### src/rtl/axi_pkg.sv
// Shared AXI4 definitions for the burst master.
// Burst/response codes, FSM state type and the AxSIZE helper.
package axi_pkg;

  localparam logic [1:0] BURST_FIXED = 2'd0;
  localparam logic [1:0] BURST_INCR  = 2'd1;
  localparam logic [1:0] BURST_WRAP  = 2'd2;

  localparam logic [1:0] RESP_OKAY   = 2'd0;
  localparam logic [1:0] RESP_EXOKAY = 2'd1;
  localparam logic [1:0] RESP_SLVERR = 2'd2;
  localparam logic [1:0] RESP_DECERR = 2'd3;

  typedef enum logic [2:0] {
    ST_IDLE,
    ST_WR_ADDR,
    ST_WR_DATA,
    ST_WR_RESP,
    ST_RD_ADDR,
    ST_RD_DATA
  } state_e;

  // AxSIZE encoding: log2 of the beat width in bytes.
  function automatic logic [2:0] axi_size(input int unsigned bytes);
    axi_size = '0;
    for (int i = 0; i < 8; i++) begin
      if ((32'd1 << i) == bytes) axi_size = i[2:0];
    end
  endfunction

endpackage

### src/rtl/axi_burst_master_if.sv
// AXI4 bus between the burst master and an AXI4 slave.
// Ports: AW/W/B/AR/R channels; modports master and slave.
interface axi_burst_master_if #(
  parameter int DATA_WIDTH = 32,
  parameter int ADDR_WIDTH = 8,
  parameter int ID_WIDTH   = 8,
  parameter int STRB_WIDTH = DATA_WIDTH / 8
);
  logic [ID_WIDTH-1:0]   awid;
  logic [ADDR_WIDTH-1:0] awaddr;
  logic [7:0]            awlen;
  logic [2:0]            awsize;
  logic [1:0]            awburst;
  logic                  awlock;
  logic [3:0]            awcache;
  logic [2:0]            awprot;
  logic                  awvalid;
  logic                  awready;
  logic [DATA_WIDTH-1:0] wdata;
  logic [STRB_WIDTH-1:0] wstrb;
  logic                  wlast;
  logic                  wvalid;
  logic                  wready;
  logic [ID_WIDTH-1:0]   bid;
  logic [1:0]            bresp;
  logic                  bvalid;
  logic                  bready;
  logic [ID_WIDTH-1:0]   arid;
  logic [ADDR_WIDTH-1:0] araddr;
  logic [7:0]            arlen;
  logic [2:0]            arsize;
  logic [1:0]            arburst;
  logic                  arlock;
  logic [3:0]            arcache;
  logic [2:0]            arprot;
  logic                  arvalid;
  logic                  arready;
  logic [ID_WIDTH-1:0]   rid;
  logic [DATA_WIDTH-1:0] rdata;
  logic [1:0]            rresp;
  logic                  rlast;
  logic                  rvalid;
  logic                  rready;

  modport master (
    output awid, awaddr, awlen, awsize, awburst,
    output awlock, awcache, awprot, awvalid,
    input  awready,
    output wdata, wstrb, wlast, wvalid,
    input  wready,
    input  bid, bresp, bvalid,
    output bready,
    output arid, araddr, arlen, arsize, arburst,
    output arlock, arcache, arprot, arvalid,
    input  arready,
    input  rid, rdata, rresp, rlast, rvalid,
    output rready
  );

  modport slave (
    input  awid, awaddr, awlen, awsize, awburst,
    input  awlock, awcache, awprot, awvalid,
    output awready,
    input  wdata, wstrb, wlast, wvalid,
    output wready,
    output bid, bresp, bvalid,
    input  bready,
    input  arid, araddr, arlen, arsize, arburst,
    input  arlock, arcache, arprot, arvalid,
    output arready,
    output rid, rdata, rresp, rlast, rvalid,
    input  rready
  );

endinterface

### src/rtl/axi_burst_master.sv
// Single-outstanding AXI4 INCR burst master.
// Ports: clk/rst; cmd_* command; wr_* write beats; rd_* read beats;
// done/done_resp/done_err completion pulse; busy; m_axi AXI4 bus.
module axi_burst_master
  import axi_pkg::*;
#(
  parameter int DATA_WIDTH = 32,
  parameter int ADDR_WIDTH = 8,
  parameter int STRB_WIDTH = DATA_WIDTH / 8,
  parameter int ID_WIDTH   = 8
) (
  input  logic                  clk,
  input  logic                  rst,
  input  logic                  cmd_valid,
  output logic                  cmd_ready,
  input  logic                  cmd_write,
  input  logic [ADDR_WIDTH-1:0] cmd_addr,
  input  logic [7:0]            cmd_len,
  input  logic [ID_WIDTH-1:0]   cmd_id,
  input  logic [DATA_WIDTH-1:0] wr_data,
  input  logic [STRB_WIDTH-1:0] wr_strb,
  input  logic                  wr_valid,
  output logic                  wr_ready,
  output logic [DATA_WIDTH-1:0] rd_data,
  output logic                  rd_last,
  output logic                  rd_valid,
  input  logic                  rd_ready,
  output logic                  done,
  output logic [1:0]            done_resp,
  output logic                  done_err,
  output logic                  busy,
  axi_burst_master_if.master    m_axi
);

  localparam logic [2:0] SIZE = axi_size(STRB_WIDTH);

  state_e                state_q, state_d;
  logic [ADDR_WIDTH-1:0] addr_q, addr_d;
  logic [7:0]            len_q, len_d;
  logic [ID_WIDTH-1:0]   id_q, id_d;
  logic [7:0]            cnt_q, cnt_d;
  logic [1:0]            resp_q, resp_d;
  logic                  err_q, err_d;
  logic                  done_q, done_d;
  logic [1:0]            done_resp_q, done_resp_d;
  logic                  done_err_q, done_err_d;

  logic last_beat;
  logic wr_st;
  logic rd_st;
  logic w_fire;
  logic r_fire;
  logic [1:0] resp_worst;
  logic unused_ids;

  assign last_beat = cnt_q == len_q;
  assign wr_st = state_q == ST_WR_DATA;
  assign rd_st = state_q == ST_RD_DATA;
  assign w_fire = wr_st & wr_valid & m_axi.wready;
  assign r_fire = rd_st & m_axi.rvalid & rd_ready;

  // Higher code is worse: DECERR > SLVERR > EXOKAY > OKAY.
  assign resp_worst = (m_axi.rresp > resp_q) ?
                      m_axi.rresp : resp_q;

  assign unused_ids = ^{m_axi.bid, m_axi.rid};

  always_comb begin
    state_d     = state_q;
    addr_d      = addr_q;
    len_d       = len_q;
    id_d        = id_q;
    cnt_d       = cnt_q;
    resp_d      = resp_q;
    err_d       = err_q;
    done_d      = 1'b0;
    done_resp_d = RESP_OKAY;
    done_err_d  = 1'b0;
    unique case (state_q)
      ST_IDLE: begin
        if (cmd_valid) begin
          addr_d  = cmd_addr;
          len_d   = cmd_len;
          id_d    = cmd_id;
          cnt_d   = '0;
          resp_d  = RESP_OKAY;
          err_d   = 1'b0;
          state_d = cmd_write ? ST_WR_ADDR
                              : ST_RD_ADDR;
        end
      end
      ST_WR_ADDR: begin
        if (m_axi.awready) state_d = ST_WR_DATA;
      end
      ST_WR_DATA: begin
        if (w_fire) begin
          cnt_d = cnt_q + 8'd1;
          if (last_beat) state_d = ST_WR_RESP;
        end
      end
      ST_WR_RESP: begin
        if (m_axi.bvalid) begin
          done_d      = 1'b1;
          done_resp_d = m_axi.bresp;
          state_d     = ST_IDLE;
        end
      end
      ST_RD_ADDR: begin
        if (m_axi.arready) state_d = ST_RD_DATA;
      end
      ST_RD_DATA: begin
        if (r_fire) begin
          cnt_d  = cnt_q + 8'd1;
          resp_d = resp_worst;
          err_d  = err_q | (m_axi.rlast != last_beat);
          if (last_beat) begin
            done_d      = 1'b1;
            done_resp_d = resp_d;
            done_err_d  = err_d;
            state_d     = ST_IDLE;
          end
        end
      end
      default: state_d = ST_IDLE;
    endcase
  end

  always_ff @(posedge clk) begin
    if (rst) begin
      state_q     <= ST_IDLE;
      addr_q      <= '0;
      len_q       <= '0;
      id_q        <= '0;
      cnt_q       <= '0;
      resp_q      <= RESP_OKAY;
      err_q       <= 1'b0;
      done_q      <= 1'b0;
      done_resp_q <= RESP_OKAY;
      done_err_q  <= 1'b0;
    end else begin
      state_q     <= state_d;
      addr_q      <= addr_d;
      len_q       <= len_d;
      id_q        <= id_d;
      cnt_q       <= cnt_d;
      resp_q      <= resp_d;
      err_q       <= err_d;
      done_q      <= done_d;
      done_resp_q <= done_resp_d;
      done_err_q  <= done_err_d;
    end
  end

  // Held low during reset so no command slips in on the reset edge.
  assign cmd_ready = (state_q == ST_IDLE) & ~rst;
  assign busy      = state_q != ST_IDLE;
  assign done      = done_q;
  assign done_resp = done_resp_q;
  assign done_err  = done_err_q;

  assign m_axi.awid    = id_q;
  assign m_axi.awaddr  = addr_q;
  assign m_axi.awlen   = len_q;
  assign m_axi.awsize  = SIZE;
  assign m_axi.awburst = BURST_INCR;
  assign m_axi.awlock  = 1'b0;
  assign m_axi.awcache = 4'd0;
  assign m_axi.awprot  = 3'd0;
  assign m_axi.awvalid = state_q == ST_WR_ADDR;

  assign m_axi.wdata  = wr_data;
  assign m_axi.wstrb  = wr_strb;
  assign m_axi.wlast  = wr_st & last_beat;
  assign m_axi.wvalid = wr_st & wr_valid;
  assign wr_ready     = wr_st & m_axi.wready;

  assign m_axi.bready = state_q == ST_WR_RESP;

  assign m_axi.arid    = id_q;
  assign m_axi.araddr  = addr_q;
  assign m_axi.arlen   = len_q;
  assign m_axi.arsize  = SIZE;
  assign m_axi.arburst = BURST_INCR;
  assign m_axi.arlock  = 1'b0;
  assign m_axi.arcache = 4'd0;
  assign m_axi.arprot  = 3'd0;
  assign m_axi.arvalid = state_q == ST_RD_ADDR;

  assign rd_data      = m_axi.rdata;
  assign rd_last      = rd_st & last_beat;
  assign rd_valid     = rd_st & m_axi.rvalid;
  assign m_axi.rready = rd_st & rd_ready;

endmodule

### src/flat_wrapper.sv
// flat-port wrapper written by rule: the top's interface ports become plain ports
module axi_burst_master_flat import axi_pkg::*;
#(
  parameter int DATA_WIDTH = 32,
  parameter int ADDR_WIDTH = 8,
  parameter int STRB_WIDTH = DATA_WIDTH / 8,
  parameter int ID_WIDTH   = 8
)
  (clk, rst, cmd_valid, cmd_ready, cmd_write, cmd_addr, cmd_len, cmd_id, wr_data, wr_strb, wr_valid, wr_ready, rd_data, rd_last, rd_valid, rd_ready, done, done_resp, done_err, busy, m_axi_awid, m_axi_awaddr, m_axi_awlen, m_axi_awsize, m_axi_awburst, m_axi_awlock, m_axi_awcache, m_axi_awprot, m_axi_awvalid, m_axi_awready, m_axi_wdata, m_axi_wstrb, m_axi_wlast, m_axi_wvalid, m_axi_wready, m_axi_bid, m_axi_bresp, m_axi_bvalid, m_axi_bready, m_axi_arid, m_axi_araddr, m_axi_arlen, m_axi_arsize, m_axi_arburst, m_axi_arlock, m_axi_arcache, m_axi_arprot, m_axi_arvalid, m_axi_arready, m_axi_rid, m_axi_rdata, m_axi_rresp, m_axi_rlast, m_axi_rvalid, m_axi_rready);
  axi_burst_master_if #(.DATA_WIDTH(DATA_WIDTH), .ADDR_WIDTH(ADDR_WIDTH), .ID_WIDTH(ID_WIDTH), .STRB_WIDTH(STRB_WIDTH)) m_axi_i ();
  input  logic clk;
  input  logic rst;
  input  logic cmd_valid;
  output logic cmd_ready;
  input  logic cmd_write;
  input  logic [ADDR_WIDTH-1:0] cmd_addr;
  input  logic [7:0] cmd_len;
  input  logic [ID_WIDTH-1:0] cmd_id;
  input  logic [DATA_WIDTH-1:0] wr_data;
  input  logic [STRB_WIDTH-1:0] wr_strb;
  input  logic wr_valid;
  output logic wr_ready;
  output logic [DATA_WIDTH-1:0] rd_data;
  output logic rd_last;
  output logic rd_valid;
  input  logic rd_ready;
  output logic done;
  output logic [1:0] done_resp;
  output logic done_err;
  output logic busy;
  output wire logic [$bits(m_axi_i.awid)-1:0] m_axi_awid;
  output wire logic [$bits(m_axi_i.awaddr)-1:0] m_axi_awaddr;
  output wire logic [$bits(m_axi_i.awlen)-1:0] m_axi_awlen;
  output wire logic [$bits(m_axi_i.awsize)-1:0] m_axi_awsize;
  output wire logic [$bits(m_axi_i.awburst)-1:0] m_axi_awburst;
  output wire logic [$bits(m_axi_i.awlock)-1:0] m_axi_awlock;
  output wire logic [$bits(m_axi_i.awcache)-1:0] m_axi_awcache;
  output wire logic [$bits(m_axi_i.awprot)-1:0] m_axi_awprot;
  output wire logic [$bits(m_axi_i.awvalid)-1:0] m_axi_awvalid;
  input wire logic [$bits(m_axi_i.awready)-1:0] m_axi_awready;
  output wire logic [$bits(m_axi_i.wdata)-1:0] m_axi_wdata;
  output wire logic [$bits(m_axi_i.wstrb)-1:0] m_axi_wstrb;
  output wire logic [$bits(m_axi_i.wlast)-1:0] m_axi_wlast;
  output wire logic [$bits(m_axi_i.wvalid)-1:0] m_axi_wvalid;
  input wire logic [$bits(m_axi_i.wready)-1:0] m_axi_wready;
  input wire logic [$bits(m_axi_i.bid)-1:0] m_axi_bid;
  input wire logic [$bits(m_axi_i.bresp)-1:0] m_axi_bresp;
  input wire logic [$bits(m_axi_i.bvalid)-1:0] m_axi_bvalid;
  output wire logic [$bits(m_axi_i.bready)-1:0] m_axi_bready;
  output wire logic [$bits(m_axi_i.arid)-1:0] m_axi_arid;
  output wire logic [$bits(m_axi_i.araddr)-1:0] m_axi_araddr;
  output wire logic [$bits(m_axi_i.arlen)-1:0] m_axi_arlen;
  output wire logic [$bits(m_axi_i.arsize)-1:0] m_axi_arsize;
  output wire logic [$bits(m_axi_i.arburst)-1:0] m_axi_arburst;
  output wire logic [$bits(m_axi_i.arlock)-1:0] m_axi_arlock;
  output wire logic [$bits(m_axi_i.arcache)-1:0] m_axi_arcache;
  output wire logic [$bits(m_axi_i.arprot)-1:0] m_axi_arprot;
  output wire logic [$bits(m_axi_i.arvalid)-1:0] m_axi_arvalid;
  input wire logic [$bits(m_axi_i.arready)-1:0] m_axi_arready;
  input wire logic [$bits(m_axi_i.rid)-1:0] m_axi_rid;
  input wire logic [$bits(m_axi_i.rdata)-1:0] m_axi_rdata;
  input wire logic [$bits(m_axi_i.rresp)-1:0] m_axi_rresp;
  input wire logic [$bits(m_axi_i.rlast)-1:0] m_axi_rlast;
  input wire logic [$bits(m_axi_i.rvalid)-1:0] m_axi_rvalid;
  output wire logic [$bits(m_axi_i.rready)-1:0] m_axi_rready;
  assign m_axi_awid = m_axi_i.awid;
  assign m_axi_awaddr = m_axi_i.awaddr;
  assign m_axi_awlen = m_axi_i.awlen;
  assign m_axi_awsize = m_axi_i.awsize;
  assign m_axi_awburst = m_axi_i.awburst;
  assign m_axi_awlock = m_axi_i.awlock;
  assign m_axi_awcache = m_axi_i.awcache;
  assign m_axi_awprot = m_axi_i.awprot;
  assign m_axi_awvalid = m_axi_i.awvalid;
  assign m_axi_i.awready = m_axi_awready;
  assign m_axi_wdata = m_axi_i.wdata;
  assign m_axi_wstrb = m_axi_i.wstrb;
  assign m_axi_wlast = m_axi_i.wlast;
  assign m_axi_wvalid = m_axi_i.wvalid;
  assign m_axi_i.wready = m_axi_wready;
  assign m_axi_i.bid = m_axi_bid;
  assign m_axi_i.bresp = m_axi_bresp;
  assign m_axi_i.bvalid = m_axi_bvalid;
  assign m_axi_bready = m_axi_i.bready;
  assign m_axi_arid = m_axi_i.arid;
  assign m_axi_araddr = m_axi_i.araddr;
  assign m_axi_arlen = m_axi_i.arlen;
  assign m_axi_arsize = m_axi_i.arsize;
  assign m_axi_arburst = m_axi_i.arburst;
  assign m_axi_arlock = m_axi_i.arlock;
  assign m_axi_arcache = m_axi_i.arcache;
  assign m_axi_arprot = m_axi_i.arprot;
  assign m_axi_arvalid = m_axi_i.arvalid;
  assign m_axi_i.arready = m_axi_arready;
  assign m_axi_i.rid = m_axi_rid;
  assign m_axi_i.rdata = m_axi_rdata;
  assign m_axi_i.rresp = m_axi_rresp;
  assign m_axi_i.rlast = m_axi_rlast;
  assign m_axi_i.rvalid = m_axi_rvalid;
  assign m_axi_rready = m_axi_i.rready;
  axi_burst_master #(.DATA_WIDTH(DATA_WIDTH), .ADDR_WIDTH(ADDR_WIDTH), .STRB_WIDTH(STRB_WIDTH), .ID_WIDTH(ID_WIDTH)) u_core (.clk(clk), .rst(rst), .cmd_valid(cmd_valid), .cmd_ready(cmd_ready), .cmd_write(cmd_write), .cmd_addr(cmd_addr), .cmd_len(cmd_len), .cmd_id(cmd_id), .wr_data(wr_data), .wr_strb(wr_strb), .wr_valid(wr_valid), .wr_ready(wr_ready), .rd_data(rd_data), .rd_last(rd_last), .rd_valid(rd_valid), .rd_ready(rd_ready), .done(done), .done_resp(done_resp), .done_err(done_err), .busy(busy), .m_axi(m_axi_i));
endmodule
### config.mk
export PLATFORM = sky130hd
export DESIGN_NAME = axi_burst_master_flat
export DESIGN_NICKNAME = d
export VERILOG_FILES = /design/src/rtl/axi_pkg.sv /design/src/rtl/axi_burst_master_if.sv /design/src/rtl/axi_burst_master.sv /design/src/flat_wrapper.sv
export SDC_FILE = /design/constraint.sdc
export NUM_CORES = 1
export LEC_CHECK = 0
export CORE_AREA = 5 5 107 109
export DETAILED_ROUTE_END_ITERATION = 7
export DIE_AREA = 0 0 112 114
export PLACE_DENSITY = 0.77
export REMOVE_ABC_BUFFERS = 1
export SYNTH_ARGS = -nofsm -noshare
export SYNTH_HDL_FRONTEND = slang
export SYNTH_SLANG_ARGS = --single-unit
### constraint.sdc
create_clock -name clk -period 2.4 [get_ports clk]
set_clock_uncertainty 0.05 [all_clocks]
set_input_delay 0.72 -clock clk [delete_from_list [all_inputs] [get_ports clk]]
set_output_delay 0.72 -clock clk [all_outputs]
set_load 0.02 [all_outputs]
==> flow_summary.yaml <==
power_and_ir_drop:
  leakage_uw: 0.001585
  p_total_uw: 3233
  powerDensity_nw_per_um2: 861.4
  irDropWorstVdd_v: 0.0003750
synthesis:
  synthFlopType: "dfxtp_1"
  synth-async-reset-ratio_pct: 0
  ys_types: 45
  synth_edf_count: 0
  postSynthAreaPerCell_um2: 7.799
  yosysSeqAreaShare_pct: 28.60
  synth-seq-cells: 42
  netlist_instances: 377
  netlist_area_um2: 2940
  ys_warn_count: 0
global_routing:
  grt_pass1_vias: 2576
  grt_pass1_wl_mm: 19.90
  grt_start_max_net_pins: 35
  busiest_layer: "met2"
  antenna_found_initial: 1
  grt_usage_pct: 22.52
  grtUsageMet2_pct: 39.09
  grt-ovfl-total: 0
  grtUsageMet3_pct: 28.06
  grt_use_met1_pct: 15.51
clock_tree:
  cts_tree: "built"
  insertion_delay_ns: 0.29
  cts_max_path_buffers: 2
  clkTransAtPathRegs_ns: 0.08
  cts_buffers: 5
  cts_sinks: 42
  postCtsHoldBufs: 0
  cts_root_buf: "clkbuf_8"
  htreeDepth: 2
place:
  port_buffers: 102
  routabilityCongestion: 0.9739
  dp_hpwl_mm: 13.03
finish:
  drive_above_1_share_pct: 18.87
  final_common_cell: "clkdlybuf4s50_1"
  layout_common_cells: "91 x clkdlybuf4s50_1, 61 x nand2_1, 47 x buf_4"
  diodes: 0
  fillCellCount: 1073
  area_growth_pct: 27.66
  layout.nets: 551
  postLayoutCoreUtil_pct: 35.72
route:
  post_drt_wl_per_cell_um: 26.57
  vias: 2536
  drt_wl_total_mm: 14.99
  drtAntennaViolNets: 0
  drt-initial-drc-count: 119
  post-route-drc-count: 0
  routed_via_density: 4.496
  first_pass_iters: 4
floorplan:
  pin_count: 281
  chipHeight_um: 114
  rows: 38
  die_x_um: 112
  initial_core_util_pct: 27.98
  core-area_um2: 10510
  die_area_um2: 12770
critical_path:
  r2r-start: "u_core.state_q[1]"
  required_ns: 1.63
  crit_chain: "clkdlybuf4s50_1, and2_1, clkdlybuf4s15_2"
  slowest_stage: "clkdlybuf4s50_1"
  ff2ff_setup_slack_ns: 0.55
  rr_endpoint: "u_core.cnt_q[7]"
  startpoint_type: "input pin"
  reg2reg_depth: 6
  crit_fanout: 2
  slowest_delay_ns: 0.50
  critical_path_class: "input pin to primary output"
  crit_path_end_kind: "primary output"
  cp.arrival_ns: 1.61
sta:
  finalCritPeriodShare_pct: 99.09
  setup_viol: 0
  finalMaxSlewViolations: 0
  whs_ns: 0.4034
  fin_crit_ns: 2.378
  fmax_mhz: 420.5
  hold_viol: 0
run:
  maxCapViolations: 0
status:
  status: "completed"
hold_path:
  min_path_cells: 2
  hp-start: "u_core.err_q"
  min_to: "u_core.err_q"
  worstHoldPathType: "flop to flop"
==> layout make-up <==
type | count | area [µm²] | area share, %
sequential | 42 | 847.1 | 22.57
clock buffer | 7 | 76.32 | 2.033
timing repair buffer | 147 | 1358 | 36.17
clock inverter | 1 | 30.03 | 0.8000
multi-input combinational | 218 | 1234 | 32.87
tap | 140 | 175.2 | 4.667
inverter | 9 | 33.78 | 0.9000
==> Yosys cell counts (3+ instances only) <==
master,count,area (µm²)
nor2b_1,3,18.77
inv_1,9,33.78
ha_1,4,50.05
o21ai_0,4,20.02
buf_4,118,885.9
mux2i_1,3,30.03
dfxtp_1,42,840.8
buf_2,4,20.02
and2_1,6,37.54
nand3_1,3,15.01
o211ai_1,5,37.54
nor2_1,17,63.81
clkbuf_1,9,33.78
nor3_1,4,20.02
xor2_1,15,131.4
a21oi_1,31,155.2
nand2_1,62,232.7
and3_1,4,25.02
==> power by group <==
part | total, µW | internal, µW | switching, µW | leakage [µW]
clock | 571 | 312 | 259 | 0.0000524
combinational | 1750 | 834 | 917 | 0.00119
sequential | 911 | 807 | 104 | 0.000345
==> state kept, by name (all words and copies together) (netlist names) <==
| register | flops |
|---|---|
| u_core.cnt_q | 8 |
| u_core.m_axi.araddr | 8 |
| u_core.resp_q | 2 |
| u_core.err_q | 1 |
| u_core.done_resp | 2 |
| u_core.done | 1 |
| u_core.state_q | 3 |
| u_core.m_axi.arid | 8 |
| u_core.m_axi.arlen | 8 |
| u_core.done_err | 1 |
==> metal layers <==
metal | routed length [µm] | vias to the layer above
met5 | 75 | -
met4 | 40 | 4
met3 | 4060 | 9
met2 | 7197 | 240
met1 | 3612 | 1105
li1 | - | 1178
==> cells by family (layout without fill, tap and decap cells) <==
| group | Yosys count | count (layout) | synth area share, % |
|---|---|---|---|
| adders and majority gates | 4 | 4 | 1.702 |
| DFF | 42 | 42 | 28.60 |
| buffers and inverters | 141 | 164 | 33.49 |
| other | 2 | 26 | 0.2554 |
| muxes | 4 | 4 | 1.404 |
| xor gates and xnor gates | 15 | 15 | 4.468 |
| AOI/OAI and AO/OA | 56 | 56 | 12.09 |
| and+or+nand+nor | 113 | 113 | 18.00 |
==> worst max-delay path, delay by kind of cell <==
kind | cells | cell delay [ns]
buf+inv | 2 | 0.75
simple gates | 1 | 0.13
==> stage by stage <==
stage	cells	setup WS [ns]	setup TNS [ns]	instance area, µm²
5_1_grt	564	-0.05091	-0.07804	3754
2_1_floorplan	269	0.01721	0	2079
4_1_cts	563	-0.04769	-0.05792	3721
3_3_place_gp	555	-0.3815	-2.189	3616
3_5_place_dp	555	-0.3790	-2.443	3616
6_report	564	0.02183	0	3754
==> worst max path at each step <==
stage	end	startpoint	cells past startpoint
global placement	cmd_ready	rst	3
detailed placement	cmd_ready	rst	3
floorplan	m_axi_wlast	u_core.m_axi.arlen[5]	4
global route	rd_last	u_core.cnt_q[0]	6
CTS	m_axi_wlast	u_core.cnt_q[7]	5
finish	rd_valid	m_axi_rvalid	3
==> what timing repair did <==
action                                  CTS  global route
pin swaps                                 2             4
hold endpoints to repair                  0             0
setup buffers                             0             1
endpoints found under the setup margin   10             3
resized for setup                        31             7
(Power assumes the default switching activity.)
